===== config.mk =====
export PLATFORM = sky130hd
export DESIGN_NAME = lcv_div_iter
export DESIGN_NICKNAME = d
export VERILOG_FILES = /design/src/rtl/lcv_div_pkg.sv /design/src/rtl/lcv_div_step.sv /design/src/rtl/lcv_div_iter.sv
export SDC_FILE = /design/constraint.sdc
export NUM_CORES = 1
export LEC_CHECK = 0
export BUFFER_PORTS_ARGS = -buffer_cell sky130_fd_sc_hd__buf_2
export CAP_MARGIN = 10
export CORE_MARGIN = 2
export CORE_UTILIZATION = 60
export CTS_CLUSTER_DIAMETER = 80
export DETAILED_ROUTE_END_ITERATION = 6
export GPL_TIMING_DRIVEN = 1
export PLACE_DENSITY = 0.8
export SLEW_MARGIN = 20
export SYNTH_ARGS = -nofsm -noshare
export SYNTH_HDL_FRONTEND = slang
export SYNTH_SLANG_ARGS = --single-unit

===== constraint.sdc =====
create_clock -name clk -period 6.7 [get_ports clk]
set_clock_uncertainty 0.1 [all_clocks]
set_input_delay 0.335 -clock clk [delete_from_list [all_inputs] [get_ports clk]]
set_output_delay 0.335 -clock clk [all_outputs]
set_load 0.01 [all_outputs]

===== src/rtl/lcv_div_pkg.sv =====
// Shared types and helpers for the iterative restoring divider.
// Latency: n/a (declarations only).
// Backpressure: n/a.
package lcv_div_pkg;

    // FSM encoding kept as plain constants so older tools and wave viewers see stable values.
    typedef logic [1:0] div_state_t;

    localparam logic [1:0] ST_IDLE = 2'd0;
    localparam logic [1:0] ST_CALC = 2'd1;
    localparam logic [1:0] ST_FIX  = 2'd2;
    localparam logic [1:0] ST_DONE = 2'd3;

    // Widest operand the conditional-negate helper supports.
    localparam int NEG_MAX_W = 64;

    // Step counter must hold WIDTH-1 (counts down to zero).
    function automatic int step_cnt_w(input int width);
        return (width > 1) ? $clog2(width) : 1;
    endfunction

    // Two's-complement negate when en is set. Operands narrower than 64 bits are
    // zero-extended by the caller; the low bits of the result are still the correct
    // modular negation, so callers simply truncate back to their width.
    function automatic logic [NEG_MAX_W-1:0] cond_neg(input logic [NEG_MAX_W-1:0] v,
                                                      input logic en);
        return en ? (~v + {{(NEG_MAX_W-1){1'b0}}, 1'b1}) : v;
    endfunction

endpackage


===== src/rtl/lcv_div_step.sv =====
// One radix-2 restoring division step: shift in next dividend bit, trial-subtract divisor.
// Latency: purely combinational.
// Backpressure: none; the caller decides when the step result is registered.
module lcv_div_step
    import lcv_div_pkg::*;
#(
    parameter int WIDTH = 32
) (
    input  logic [WIDTH-1:0] r_in,
    input  logic             n_msb,
    input  logic [WIDTH-1:0] d,
    output logic [WIDTH-1:0] r_out,
    output logic             qbit
);

    // The shifted remainder can reach 2*D-1, so compare/subtract is one bit wider than
    // the operands; after a successful subtract the result is back below D and fits WIDTH.
    logic [WIDTH:0] shifted;
    logic [WIDTH:0] diff;
    logic           ge;

    // Trial subtract and restore-or-keep selection.
    always_comb begin
        shifted = {r_in, n_msb};
        ge      = (shifted >= {1'b0, d});
        diff    = shifted - {1'b0, d};
        qbit    = ge;
        r_out   = WIDTH'(ge ? diff : shifted);
    end

endmodule


===== src/rtl/lcv_div_iter.sv =====
// Iterative radix-2 restoring divider, signed/unsigned per op; optional LCV_DIV_FAST_SPECIAL_EN.
// Latency: result after edge t+WIDTH+1 from accept edge t (t+1 for /0 and MIN/-1 when fast path built).
// Backpressure: result held in DONE until out_ready; in_ready low from accept until result taken.
module lcv_div_iter
    import lcv_div_pkg::*;
#(
    parameter int WIDTH = 32
) (
    input  logic             clk,
    input  logic             rst,
    input  logic             in_valid,
    output logic             in_ready,
    input  logic             in_signed,
    input  logic [WIDTH-1:0] in_numer,
    input  logic [WIDTH-1:0] in_denom,
    output logic             out_valid,
    input  logic             out_ready,
    output logic [WIDTH-1:0] out_quot,
    output logic [WIDTH-1:0] out_rem,
    output logic             out_div_zero
);

    localparam int               CW      = step_cnt_w(WIDTH);
    localparam logic [WIDTH-1:0] MIN_VAL = {1'b1, {(WIDTH-1){1'b0}}};

    div_state_t       state;
    logic [CW-1:0]    cnt;
    logic [WIDTH-1:0] r_q;      // partial remainder (magnitude)
    logic [WIDTH-1:0] n_q;      // dividend magnitude; quotient bits shift in from the bottom
    logic [WIDTH-1:0] d_q;      // divisor magnitude
    logic             qneg_q;   // quotient must be negated at the end
    logic             rneg_q;   // remainder takes the (negative) dividend sign
    logic             dz_q;     // divisor was zero

    logic             numer_neg;
    logic             denom_neg;
    logic             denom_zero;
    logic [WIDTH-1:0] numer_mag;
    logic [WIDTH-1:0] denom_mag;
    logic             fast_special;
    logic [WIDTH-1:0] step_r;
    logic             step_q;

    assign in_ready = (state == ST_IDLE);

    // Operand conditioning at accept: sign capture and magnitudes (|MIN| stays as 2^(WIDTH-1)).
    always_comb begin
        numer_neg    = in_signed & in_numer[WIDTH-1];
        denom_neg    = in_signed & in_denom[WIDTH-1];
        denom_zero   = (in_denom == '0);
        numer_mag    = WIDTH'(cond_neg(NEG_MAX_W'(in_numer), numer_neg));
        denom_mag    = WIDTH'(cond_neg(NEG_MAX_W'(in_denom), denom_neg));
        fast_special = 1'b0;
`ifdef LCV_DIV_FAST_SPECIAL_EN
        // Divide-by-zero and MIN/-1 have closed-form answers, so skip the iteration.
        fast_special = denom_zero |
                       (in_signed && (in_numer == MIN_VAL) && (in_denom == '1));
`endif
    end

    lcv_div_step #(
        .WIDTH (WIDTH)
    ) u_step (
        .r_in  (r_q),
        .n_msb (n_q[WIDTH-1]),
        .d     (d_q),
        .r_out (step_r),
        .qbit  (step_q)
    );

    // Control FSM, datapath registers and registered result outputs.
    always_ff @(posedge clk or posedge rst) begin
        if (rst) begin
            state        <= ST_IDLE;
            cnt          <= '0;
            r_q          <= '0;
            n_q          <= '0;
            d_q          <= '0;
            qneg_q       <= 1'b0;
            rneg_q       <= 1'b0;
            dz_q         <= 1'b0;
            out_valid    <= 1'b0;
            out_quot     <= '0;
            out_rem      <= '0;
            out_div_zero <= 1'b0;
        end else begin
            case (state)
                ST_IDLE: begin
                    if (in_valid) begin
                        qneg_q <= numer_neg ^ denom_neg;
                        rneg_q <= numer_neg;
                        dz_q   <= denom_zero;
                        d_q    <= denom_mag;
                        cnt    <= CW'(WIDTH - 1);
                        if (fast_special) begin
                            // Preload exactly what the full iteration would leave behind:
                            // /0 -> all-ones quotient, remainder = |numer|;
                            // MIN/-1 -> quotient magnitude |MIN|, remainder 0.
                            n_q   <= denom_zero ? '1 : numer_mag;
                            r_q   <= denom_zero ? numer_mag : '0;
                            state <= ST_FIX;
                        end else begin
                            n_q   <= numer_mag;
                            r_q   <= '0;
                            state <= ST_CALC;
                        end
                    end
                end
                ST_CALC: begin
                    r_q <= step_r;
                    n_q <= {n_q[WIDTH-2:0], step_q};
                    if (cnt == '0) begin
                        state <= ST_FIX;
                    end else begin
                        cnt <= cnt - CW'(1);
                    end
                end
                ST_FIX: begin
                    // Divide-by-zero quotient is forced: the sign fix-up would otherwise
                    // negate the all-ones magnitude for a negative dividend.
                    out_quot     <= dz_q ? '1 : WIDTH'(cond_neg(NEG_MAX_W'(n_q), qneg_q));
                    out_rem      <= WIDTH'(cond_neg(NEG_MAX_W'(r_q), rneg_q));
                    out_div_zero <= dz_q;
                    out_valid    <= 1'b1;
                    state        <= ST_DONE;
                end
                ST_DONE: begin
                    if (out_ready) begin
                        out_valid <= 1'b0;
                        state     <= ST_IDLE;
                    end
                end
                default: begin
                    state <= ST_IDLE;
                end
            endcase
        end
    end

endmodule


==> impl_summary.md, run 1 <==
Timing
The tightest hold path in the finished design has a slack of 7.68 ps. The number of endpoints failing setup at the final stage is 0. The final count of hold timing violations is 0. Setup repair after global routing left no endpoint under its margin. Headroom to the max-slew limit came out at 28.8%. For this run, the top clock speed supported by timing is 284 MHz.

The slew at the pin closest to its max-slew limit is 1070 ps. The time the worst path needs with I/O delays and setup is 3520 ps. After layout, the worst setup slack is 3180 ps. In the final timing run, aggregate negative setup slack is 0 ps. The number of max-slew violations in the final report is 0. The final period utilization is 52.5%.

Route
In the routed layout, each cell is associated on average with a via count of 6.06. The total wire length after detailed routing is 29200 microns. The count of unresolved DRC violations after routing is 0. After the first detailed-routing iteration, the DRC count stood at 935. The detail route stage leaves a number of antenna-violating nets equal to 0. In the final routed layout, each cell accounts on average for 17.2 microns. The first detailed-routing pass took 6 iterations.

The routed layout has 10300 vias.

Outcome
The flow ran to the end, and the final reports show no timing, DRC or antenna violations.

Global route
The first global-routing pass estimated 48300 microns of wire. Entering global routing, the biggest net connects 112 pins. The leftover overflow at the end of global routing is 0. The global routing usage summed across all routing layers is 30.0%. The number of global-route vias before repair is 9389. The initial antenna violation count is 0.

Final layout
Relative to the synthesized area, the layout overhead comes to 11.8%. The final non-filler cell total is between 1500 and 2000. The repair_antennas step left the layout with diodes totalling 0.

Fill cells in the final layout number 1550. The final cell utilization of the core is 68.2%. In the final layout, the share of cells above drive strength 1 is 13.8%. The count of nets after finishing is 1566.

Setup path
STA puts the critical path data required time at between 6000 and 7000 ps. The category of the critical setup timing path is reg -> reg. The type of element capturing the critical path is a flip-flop.

The number of cells on the worst reg-to-reg path is 10. The worst register-to-register path begins at r_q[13]. Along the worst path, the maximum fanout reaches 37. The startpoint type of the worst setup path is a flip-flop. The setup check on the worst reg-to-reg path leaves a slack of 3180 ps. The endpoint of the worst-slack reg-to-reg timing path is r_q[2].

The data arrival at the endpoint of the critical path is ~3800 ps.

Synthesis
In the synthesized netlist, the number of instances is 1371. The net count after synthesis is 1483. The sequential area share after synthesis is between 30 and 40%. The proportion of register bits with asynchronous set or reset after synthesis is 100%.

The flip-flop cell with the highest count after synthesis is dfrtp_1. The number of distinct standard cells referenced by the synthesized netlist is 68. Summing every instance area after synthesis gives 11400 sq um. The Yosys step of the flow raised 0 warnings. After synthesis, the mean cell area works out to 8.30 sq um. The count of flip-flops with a built-in enable after synthesis is 0. The post-synthesis sequential element count is roughly 170.

Power
IR analysis of the VDD net gives a maximum drop of 0.276 mV. The leakage power summed over all cells is 5.69 nW. The power density relative to cell area is 540 nW/um^2.

Flow run
The tool flagged a number of max-cap violations equal to 0.

Clock network
The total number of H-tree levels is 4. The clock tree from TritonCTS is built. The clock network latency to the later pin of the worst-skew pair is 440 ps. Counting every sink on the clock net gives approximately 170. The CTS clock-pin slew for the worst setup and hold paths is 70 ps. The clock root buffer master is clkbuf_16. Buffers inserted during clock tree synthesis total 17. The clock passes through at most 2 buffers.

Hold path
The classification of the worst-slack hold path is in -> reg. The cell depth of the worst hold path is 2. The sink of the worst hold path is out_valid. The startpoint of the most critical hold path is out_ready.

Floorplanning
In this run the count of I/O pins placed on the die edge is 136. The die covers between 20000 and 25000 sq um. The die is ~140 microns tall. After floorplanning, the core was sized to cover 18600 sq um. The overall die width is 142 microns. Once the floorplan was initialized, standard cells occupied 61.0% of the core. The initialized floorplan defines 50 standard-cell rows.

Placed design
The number of port buffers is 135. The routability congestion estimate from global placement is just under 1. The worst slack after detailed placement is 3290 ps. The HPWL after detailed placement is 21400 microns. The number of placed instances with taps included is 1668.
flip-flops by register name (all words and copies together) (netlist names):
register / count
dz_q: 1
cnt: 5
out_div_zero: 1
r_q: 32
n_q: 32
state: 2
out_rem: 32
d_q: 32
rneg_q: 1
out_quot: 32
out_valid: 1
qneg_q: 1
report_power, final:
part           internal (mW)  switching [mW]
combinational           1.49            2.36
sequential              1.52           0.536
clock                  0.495           0.469
metal layers:
metal	vias up	GRT usage, %	share of wire [%]
met5	-	0	0
met4	0	6.68	1.2
met3	39	6.14	8.8
met2	426	41.1	40
met1	4792	48.4	50
li1	5045	-	-
placed cells by master (no fill, tap or decap), types with 30 or more instances in the layout:
| master | netlist | routed |
|---|---|---|
| inv_1 | 56 | 55 |
| o21ai_0 | 146 | 146 |
| xor2_1 | 88 | 88 |
| dfrtp_1 | 172 | 172 |
| ha_1 | 42 | 41 |
| nand3_1 | 68 | 68 |
| a21oi_1 | 131 | 131 |
| buf_2 | 0 | 135 |
| o31ai_1 | 30 | 30 |
| nand2_1 | 141 | 140 |
| nor2_1 | 127 | 127 |
| xnor2_1 | 58 | 58 |
cells in the mapped netlist, drive strengths merged, types with 6 or more instances:
library cell | number | area [sq um]
clkbuf | 71 | 267
nand2 | 141 | 529
xnor2 | 58 | 508
a21o | 17 | 128
o21bai | 8 | 60.1
o21a | 6 | 45.0
nand3 | 68 | 340
mux2 | 6 | 67.6
o31ai | 30 | 225
or3 | 16 | 100
a32oi | 12 | 105
or4 | 15 | 131
nor4 | 15 | 109
and3 | 7 | 43.8
buf | 8 | 30.0
nor3 | 14 | 70.1
ha | 42 | 526
dfrtp | 172 | 4300
and2 | 6 | 37.5
a31oi | 16 | 106
a21oi | 131 | 656
nand2b | 13 | 88.8
xor2 | 88 | 771
inv | 56 | 210
o21ai | 146 | 731
nor2 | 127 | 477
o41ai | 19 | 181
kinds of logic (layout without fill, tap and decap cells):
| family | count (synthesis) | after routing | synth area share, % |
|---|---|---|---|
| multiplexers | 10 | 10 | 0.946 |
| AO/OA/AOI/OAI | 418 | 418 | 22.0 |
| adder cells (fa/ha/maj) | 43 | 43 | 4.79 |
| AND/OR/NAND/NOR | 446 | 446 | 18.7 |
| flip-flops | 172 | 172 | 37.8 |
| buffers and inverters | 136 | 232 | 4.49 |
| XOR/XNOR | 146 | 146 | 11.2 |
worst max-delay path, stage by stage, from the launching register on:
cell and delay (ps):
dfrtp_1 490, ha_1 440, a21o_1 230, a2111oi_0 490
o21ai_0 160, o32ai_1 430, nor2_1 140, a31oi_2 190
buf_4 370, nand2_1 100, a32o_1 250
worst max path at each step:
stage / endpoint / cells after the start / slack, ps / from
2_1_floorplan: cnt[0] / 1 / 1600 / rst
4_1_cts: r_q[2] / 10 / 3280 / r_q[13]
5_1_grt: r_q[2] / 10 / 2870 / r_q[13]
3_5_place_dp: r_q[2] / 10 / 3290 / r_q[13]
6_report: r_q[2] / 10 / 3180 / r_q[13]
3_3_place_gp: r_q[2] / 10 / 3320 / r_q[13]
metrics by stage:
stage          power, mW  instance area [sq um]
5_1_grt             7.43                  12700
2_1_floorplan       4.75                  11400
3_3_place_gp        5.72                  12100
6_report            6.87                  12700
3_5_place_dp        5.82                  12100
4_1_cts             6.81                  12700
final cells by class:
class | count | area (sq um) | area share (%)
multi-input cells | 1063 | 6590 | 51.8
flip-flops and latches | 172 | 4300 | 33.8
repair buffers | 143 | 742 | 5.83
clock buffers | 17 | 425 | 3.34
well taps | 234 | 293 | 2.30
inverters | 57 | 219 | 1.72
clock inverters | 15 | 154 | 1.21
timing repair:
action                                  4_1_cts  5_1_grt
setup buffers                                 0        0
hold endpoints to repair                     10        0
gates resized for setup                       0        0
endpoints found under the setup margin        0        0
hold buffers                                  1        0
No activity file was read; power rests on OpenSTA's default activity.
==> inputs of run 2 (changes only) <==
--- a/config.mk
+++ b/config.mk
@@ -8,11 +8,11 @@
 export BUFFER_PORTS_ARGS = -buffer_cell sky130_fd_sc_hd__buf_2
 export CAP_MARGIN = 10
 export CORE_MARGIN = 2
-export CORE_UTILIZATION = 60
+export CORE_UTILIZATION = 54
 export CTS_CLUSTER_DIAMETER = 80
 export DETAILED_ROUTE_END_ITERATION = 6
 export GPL_TIMING_DRIVEN = 1
-export PLACE_DENSITY = 0.8
+export PLACE_DENSITY = 0.76
 export SLEW_MARGIN = 20
 export SYNTH_ARGS = -nofsm -noshare
 export SYNTH_HDL_FRONTEND = slang
==> constraint.sdc (replaced) <==
create_clock -name clk -period 3.2 [get_ports clk]
set_clock_uncertainty 0.1 [all_clocks]
set_input_delay 0.16 -clock clk [delete_from_list [all_inputs] [get_ports clk]]
set_output_delay 0.16 -clock clk [all_outputs]
set_load 0.01 [all_outputs]
==> impl_summary.md, run 2 (synthesis gave the netlist of run 1 again) <==
Flow run
The max-capacitance violation count is 0 (unchanged).

Final layout
Leaving out fill and tap cells, the most frequent cells in the layout are 170 x dfrtp_1, 143 x o21ai_0, 140 x nand2_1. Compared with the post-synthesis result, the final layout area differs by 20.9%. The library cell used most frequently in the layout, excluding fill and tap cells, is dfrtp_1. The ratio of cells with drive above 1 in the final layout came to 17.4% (+3.7 points). The final cell utilization of the core is 66.1% (-2.2 points).

The count of nets after finishing is 1664 (+6.3%).

Timing
The number of endpoints failing setup at the final stage came to 0 (unchanged). The slew at the pin closest to its max-slew limit was 976 ps (-91.5 ps). Setup repair after global routing left no endpoint under its margin.

The time the worst path needs with I/O delays and setup came to 3070 ps (-444 ps). The final count of hold timing violations is 0 (unchanged). The number of max-slew violations in the final report was 0 (unchanged). The worst-case hold slack is 21.8 ps (+14.1 ps). The timing-limited maximum frequency is 326 MHz (+14%). The final period utilization is 96.0% (+44 points).

The final total negative setup slack is 0 ps (unchanged). The remaining max-slew budget at the tightest pin is 34.9% (+6.1 points).

Global route
The wire length of the first global-routing pass is 49700 microns (+2.8%). The number of global-route vias before repair is 9905 (+5.5%). The leftover overflow at the end of global routing is 0 (unchanged). The global routing usage summed across all routing layers is 27.9% (-2.1 points). The initial antenna violation count is 2 (+2). The maximum number of pins on one net before global-route repair was 144 (+29%).

Clock network
The buffer depth of the longest clock path came to 2 (unchanged). The clock root buffer master is clkbuf_16. The TritonCTS buffer count is 17 (unchanged). The CTS clock-pin slew for the worst setup and hold paths came to 70 ps (about the same).

The post-CTS setup buffer count is 0 (unchanged). The clock network latency to the later pin of the worst-skew pair is 440 ps (about the same). The total number of H-tree levels is 4 (unchanged). The clock tree from TritonCTS is built.

The number of sinks handled by clock tree synthesis is 172 (unchanged).

Hold path
The worst hold path belongs to the class in -> reg. The cell depth of the worst hold path came to 3 (+1).

Floorplanning
The overall die width is 149 microns (+5.3%). The initial standard-cell utilization of the core came to 54.6% (-6.4 points). The count of boundary I/O pins is 136 (unchanged). The row count is 53 (+6.0%). The height of the chip was 149 microns (+5.3%). The core box area is 20800 sq um (+12%).

The area of the die is 22200 sq um (+11%).

Setup path
The depth of the most critical reg-to-reg path is 8 (-2). STA classifies the critical path startpoint as a flip-flop. The category of the critical setup timing path is reg -> reg. STA classifies the critical path endpoint as a flip-flop. The data arrival at the endpoint of the critical path is 3260 ps (-490 ps). The largest driver fanout on the critical path is 6 (-84%). The data required time at the worst endpoint was 3390 ps (-3540 ps).

Route
The wire length per cell is 16.9 microns (-1.7%). The via total after detailed routing came to 10700 (+4.1%). The starting DRC count in detailed routing is 917 (-1.9%). The post-detailed-route via-to-cell ratio was 5.82 (-3.8%). The count of TritonRoute iterations in the first routing pass is 5 (-1). The number of nets still failing antenna checks after routing was 0 (unchanged). The count of unresolved DRC violations after routing is 0 (unchanged). The total wire length after detailed routing is 31100 microns (+6.4%).

Power
The part of the power in registers is 27.5% (-2.5 points). The worst IR drop on VDD is 0.442 mV (+60%). The net switching power is 7.22 mW (+110%).

The combinational fraction of design power is 58.8% (+2.8 points). The power density relative to cell area is 1110 nW/um^2 (+100%). The net switching share of the total power was 47.5% (-1.5 points). The leakage power summed over all cells was 6.17 nW (+8.5%). The total chip power is 15.2 mW (+120%). The total internal power is 7.99 mW (+130%).

The clock share of power came to 13.6% (-0.4 points).

Placed design
The HPWL after detailed placement is 22700 microns (+5.9%). The number of port buffers came to 135 (unchanged). The routability congestion estimate from global placement came to 0.991 (+0.23%).

Outcome
The run finished with clean final reports.
run 2: cell types whose count changed in the layout (fill, tap and decap cells not counted), sizes merged, moves of 2 or more:
cell / change
dlygate4sd3: +39
buf: +59
diode: +2
inv: -2
run 2: per-stage QoR:
step	worst slack (ps)	cell area, sq um	instances
floorplan	88.9	11400	1371
global placement	139	12700	1768
detailed placement	107	12700	1768
CTS	27.6	13700	1840
global route	2.05	13800	1842
finish	129	13800	1842
run 2: worst max-delay path: stages, from the launching register on:
cell	delay (ps)
dfrtp_1	450
or4_4	560
or4_4	520
nand2b_4	170
or3_1	390
or2_2	320
o21ai_1	160
xor2_1	170
a21oi_1	80
run 2: power groups by stage:
stage / sequential, mW / clock (mW) / combinational (mW)
2_1_floorplan: 4.11 / 0 / 5.84
5_1_grt: 4.32 / 2.20 / 9.90
3_5_place_dp: 4.19 / 0 / 8.63
6_report: 4.19 / 2.08 / 8.95
4_1_cts: 4.15 / 2.10 / 8.74
3_3_place_gp: 4.14 / 0 / 8.46
run 2: layout make-up:
class	instances	area, sq um
Sequential cell	172	4310
Multi-Input combinational cell	1063	6670
Antenna cell	2	5.00
Fill cell	1719	7070
Timing Repair Buffer	241	1620
Tap cell	275	344
Inverter	57	218
Clock buffer	18	439
Clock inverter	14	155
run 2: timing repair:
action | 4_1_cts | 5_1_grt
endpoints found under the hold margin | 210 | 0
hold buffers | 40 | 0
endpoints found under the setup margin | 0 | 37
resized for setup | 0 | 20
run 2: final timing paths:
| path | start | to | slack [ps] |
|---|---|---|---|
| setup / recovery | r_q[5] | out_rem[30] | 130 |
| hold / removal | in_valid | rneg_q | 20 |
| setup reg to reg | r_q[5] | out_rem[30] | 130 |
| hold reg to reg | d_q[18] | d_q[18] | 380 |
| max in group asynchronous | rst | r_q[9] | 1990 |
| min in group asynchronous | rst | out_quot[12] | 300 |
run 2: layer usage:
layer	GRT usage, %	routed length [microns]
met1	42.5	14900
met4	8.86	591
met2	40.8	13400
met5	0	0
met3	4.37	2200
==> inputs of run 3 (changes only) <==
--- a/config.mk
+++ b/config.mk
@@ -6,13 +6,14 @@
 export NUM_CORES = 1
 export LEC_CHECK = 0
 export BUFFER_PORTS_ARGS = -buffer_cell sky130_fd_sc_hd__buf_2
-export CAP_MARGIN = 10
+export CAP_MARGIN = 20
 export CORE_MARGIN = 2
-export CORE_UTILIZATION = 54
+export CORE_UTILIZATION = 40
 export CTS_CLUSTER_DIAMETER = 80
 export DETAILED_ROUTE_END_ITERATION = 6
 export GPL_TIMING_DRIVEN = 1
-export PLACE_DENSITY = 0.76
+export PLACE_DENSITY = 0.59
+export RECOVER_POWER = 25
 export SLEW_MARGIN = 20
 export SYNTH_ARGS = -nofsm -noshare
 export SYNTH_HDL_FRONTEND = slang
==> impl_summary.md, run 3 (synthesis gave the netlist of run 1 again) <==
Outcome
The flow ran to the end, but the final reports show violations. The checks that failed: max-capacitance violations, max-slew violations.

Setup path
The worst register-to-register path begins at n_q[0]. The worst setup path is launched from a flip-flop. The largest individual stage delay along the critical path comes from the cell or4_4. The signal on the critical path passes through or4_4 > or4_4 > nand3b_4 > or4_4 > o41ai_2 > xnor2_1 > a31oi_1. The data required time at the worst endpoint came to 3390 ps (about the same). The setup slack on the worst flop-to-flop path is 130 ps (about the same). The data arrival at the endpoint of the critical path is 3260 ps (about the same).

The type of element capturing the critical path is a flip-flop. The delay contributed by the slowest stage of the critical path was 550 ps (about the same). By instance count, the cell type seen most on the critical path is or4_4. The largest driver fanout on the critical path came to 6 (unchanged). The depth of the most critical reg-to-reg path is 7 (-1).

In this run the critical register-to-register path is captured at out_quot[31]. The worst setup path is of the reg -> reg kind.

Clock network
The CTS clock-pin slew for the worst setup and hold paths is 70 ps (about the same). The clock network latency to the later pin of the worst-skew pair is 440 ps (about the same). In this run the clock root is driven by a clkbuf_16. The total number of H-tree levels is 4 (unchanged). TritonCTS built the clock tree.

The number of sinks handled by clock tree synthesis is 172 (unchanged). The buffer depth of the longest clock path is 2 (unchanged). The TritonCTS buffer count came to 17 (unchanged).

Hold path
The classification of the worst-slack hold path is in -> reg. The cell depth of the worst hold path is 3 (unchanged). For hold timing, the worst endpoint is n_q[29]. The startpoint of the most critical hold path is in_numer[29].

Global route
The wire length of the first global-routing pass was 51200 microns (+3.0%). The leftover overflow at the end of global routing came to 0 (unchanged). The initial antenna violation count is 4 (+2). The maximum number of pins on one net before global-route repair is 173 (+20%). The number of global-route vias before repair came to 9707 (-2.0%). The global routing usage summed across all routing layers is 21.0% (-6.9 points).

Timing
The final count of hold timing violations came to 0 (unchanged). The time the worst path needs with I/O delays and setup is 3070 ps (+2.52 ps). Setup repair after global routing left no endpoint under its margin. The remaining max-slew budget at the tightest pin is -44.3% (-79 points). The number of max-slew violations in the final report came to 173 (+173).

The final total negative setup slack is 0 ps (unchanged). The number of endpoints failing setup at the final stage is 0 (unchanged). The timing-limited maximum frequency is 325 MHz (about the same). The final period utilization was 96.1% (about the same). The slew at the pin closest to its max-slew limit is 2160 ps (+1190 ps).

Route
The count of unresolved DRC violations after routing is 0 (unchanged). The count of TritonRoute iterations in the first routing pass was 5 (unchanged). The total wire length after detailed routing came to 31400 microns (+1.2%). The number of nets still failing antenna checks after routing was 0 (unchanged). The via total after detailed routing came to 10500 (-2.1%). The starting DRC count in detailed routing was 832 (-9.3%). The post-detailed-route via-to-cell ratio is 5.38 (-7.6%). The wire length per cell is 16.1 microns (-4.6%).

Placed design
The number of port buffers is 135 (unchanged). The HPWL after detailed placement is 23600 microns (+4.1%). The routability congestion estimate from global placement is 0.910 (-8.2%). The number of placed instances with taps included is 1879 (+6.3%).

Floorplanning
The count of boundary I/O pins was 136 (unchanged). The initial standard-cell utilization of the core is 40.7% (-14 points). The height of the chip is 173 microns (+16%). The overall die width is 173 microns (+16%). The area of the die came to 29800 sq um (+34%). The core box area was 27900 sq um (+34%).

The row count is 61 (+15%).

Final layout
The register area is 4310 sq um (about the same). The area of the multi-input gates is 6630 sq um (-0.58%). The library cells used most frequently in the layout, excluding fill and tap cells, are 171 x dfrtp_1, 145 x o21ai_0, 140 x nand2_1. The final non-filler cell total is 1953 (+6.0%). The final cell utilization of the core is 49.2% (-17 points). The count of nets after finishing is 1670 (+0.36%). The area added between synthesis and finish is 20.8% (about the same). The number of filler cells placed in the layout is 2815 (+64%). The ratio of cells with drive above 1 in the final layout was 13.1% (-4.3 points). Leaving out fill and tap cells, the most frequent cell in the layout is dfrtp_1.

Power
The leakage power summed over all cells was 6.01 nW (-2.7%). The power density relative to cell area is 1090 nW/um^2 (-1.2%). The worst IR drop on VDD is 0.420 mV (-4.9%).

Flow run
The max-capacitance violation count is 1 (+1).
[run 3: cell types whose count changed in the layout (fill, tap and decap cells not counted), sizes merged]
cell         previous run  this run
buf                   201       142
clkbuf                 18        85
clkinvlp                4         2
diode                   2         4
dlygate4sd3            40        38
inv                    61        63
[run 3: cell type report]
type	count	share of cell area (%)
antenna	4	0.0728
inverter	57	1.58
multi-input combinational	1063	48.2
timing repair buffer	247	11.1
clock buffer	18	3.12
tap	378	3.44
clock inverter	14	1.08
sequential	172	31.3
[run 3: power by group]
| part | internal, mW | leakage, nW | switching, mW |
|---|---|---|---|
| clock | 1.10 | 0.284 | 0.955 |
| sequential | 3.20 | 2.07 | 0.977 |
| combinational | 3.56 | 3.65 | 5.23 |
[run 3: worst max-delay path by stage]
stage	slack, ps	cells after the start	endpoint	start
after global routing	4	12	r_q[22]	n_q[31]
after CTS	20	9	r_q[8]	r_q[0]
after floorplan	90	11	r_q[0]	r_q[13]
after detailed placement	50	9	r_q[8]	r_q[0]
final	130	7	out_quot[31]	n_q[0]
after global placement	90	9	r_q[8]	r_q[0]
[run 3: layer usage]
metal  share of wire [%]  GRT usage (%)  vias to the layer above
li1                    -              -                     5264
met1                  52           32.6                     4949
met2                  42           30.6                      269
met3                 4.5           2.77                       26
met4                 1.3           5.65                        0
met5                   0              0                        -
[run 3: through the flow]
stage          total power [mW]  area (sq um)  setup slack (ps)  hold slack, ps
2_1_floorplan              9.95         11400              88.9             157
3_3_place_gp               12.8         12800              88.4             296
3_5_place_dp               12.9         12800              47.4             301
4_1_cts                    15.1         13800              23.2            5.58
5_1_grt                    16.3         13700              3.97            4.95
6_report                   15.0         13700               126            19.9
[run 3: what timing repair did]
| action | 4_1_cts | 5_1_grt |
|---|---|---|
| hold endpoints to repair | 150 | 0 |
| endpoints found under the setup margin | 0 | 38 |
| hold buffers | 38 | 0 |
| gates resized for setup | 0 | 11 |
| buffers inserted | 0 | 0 |
[run 3: critical path: cells and delay by family (launching register included)]
kind            cells  cell delay [ps]
simple gates        4             1750
xor+xnor            1              160
compound gates      2              470
flops               1              450
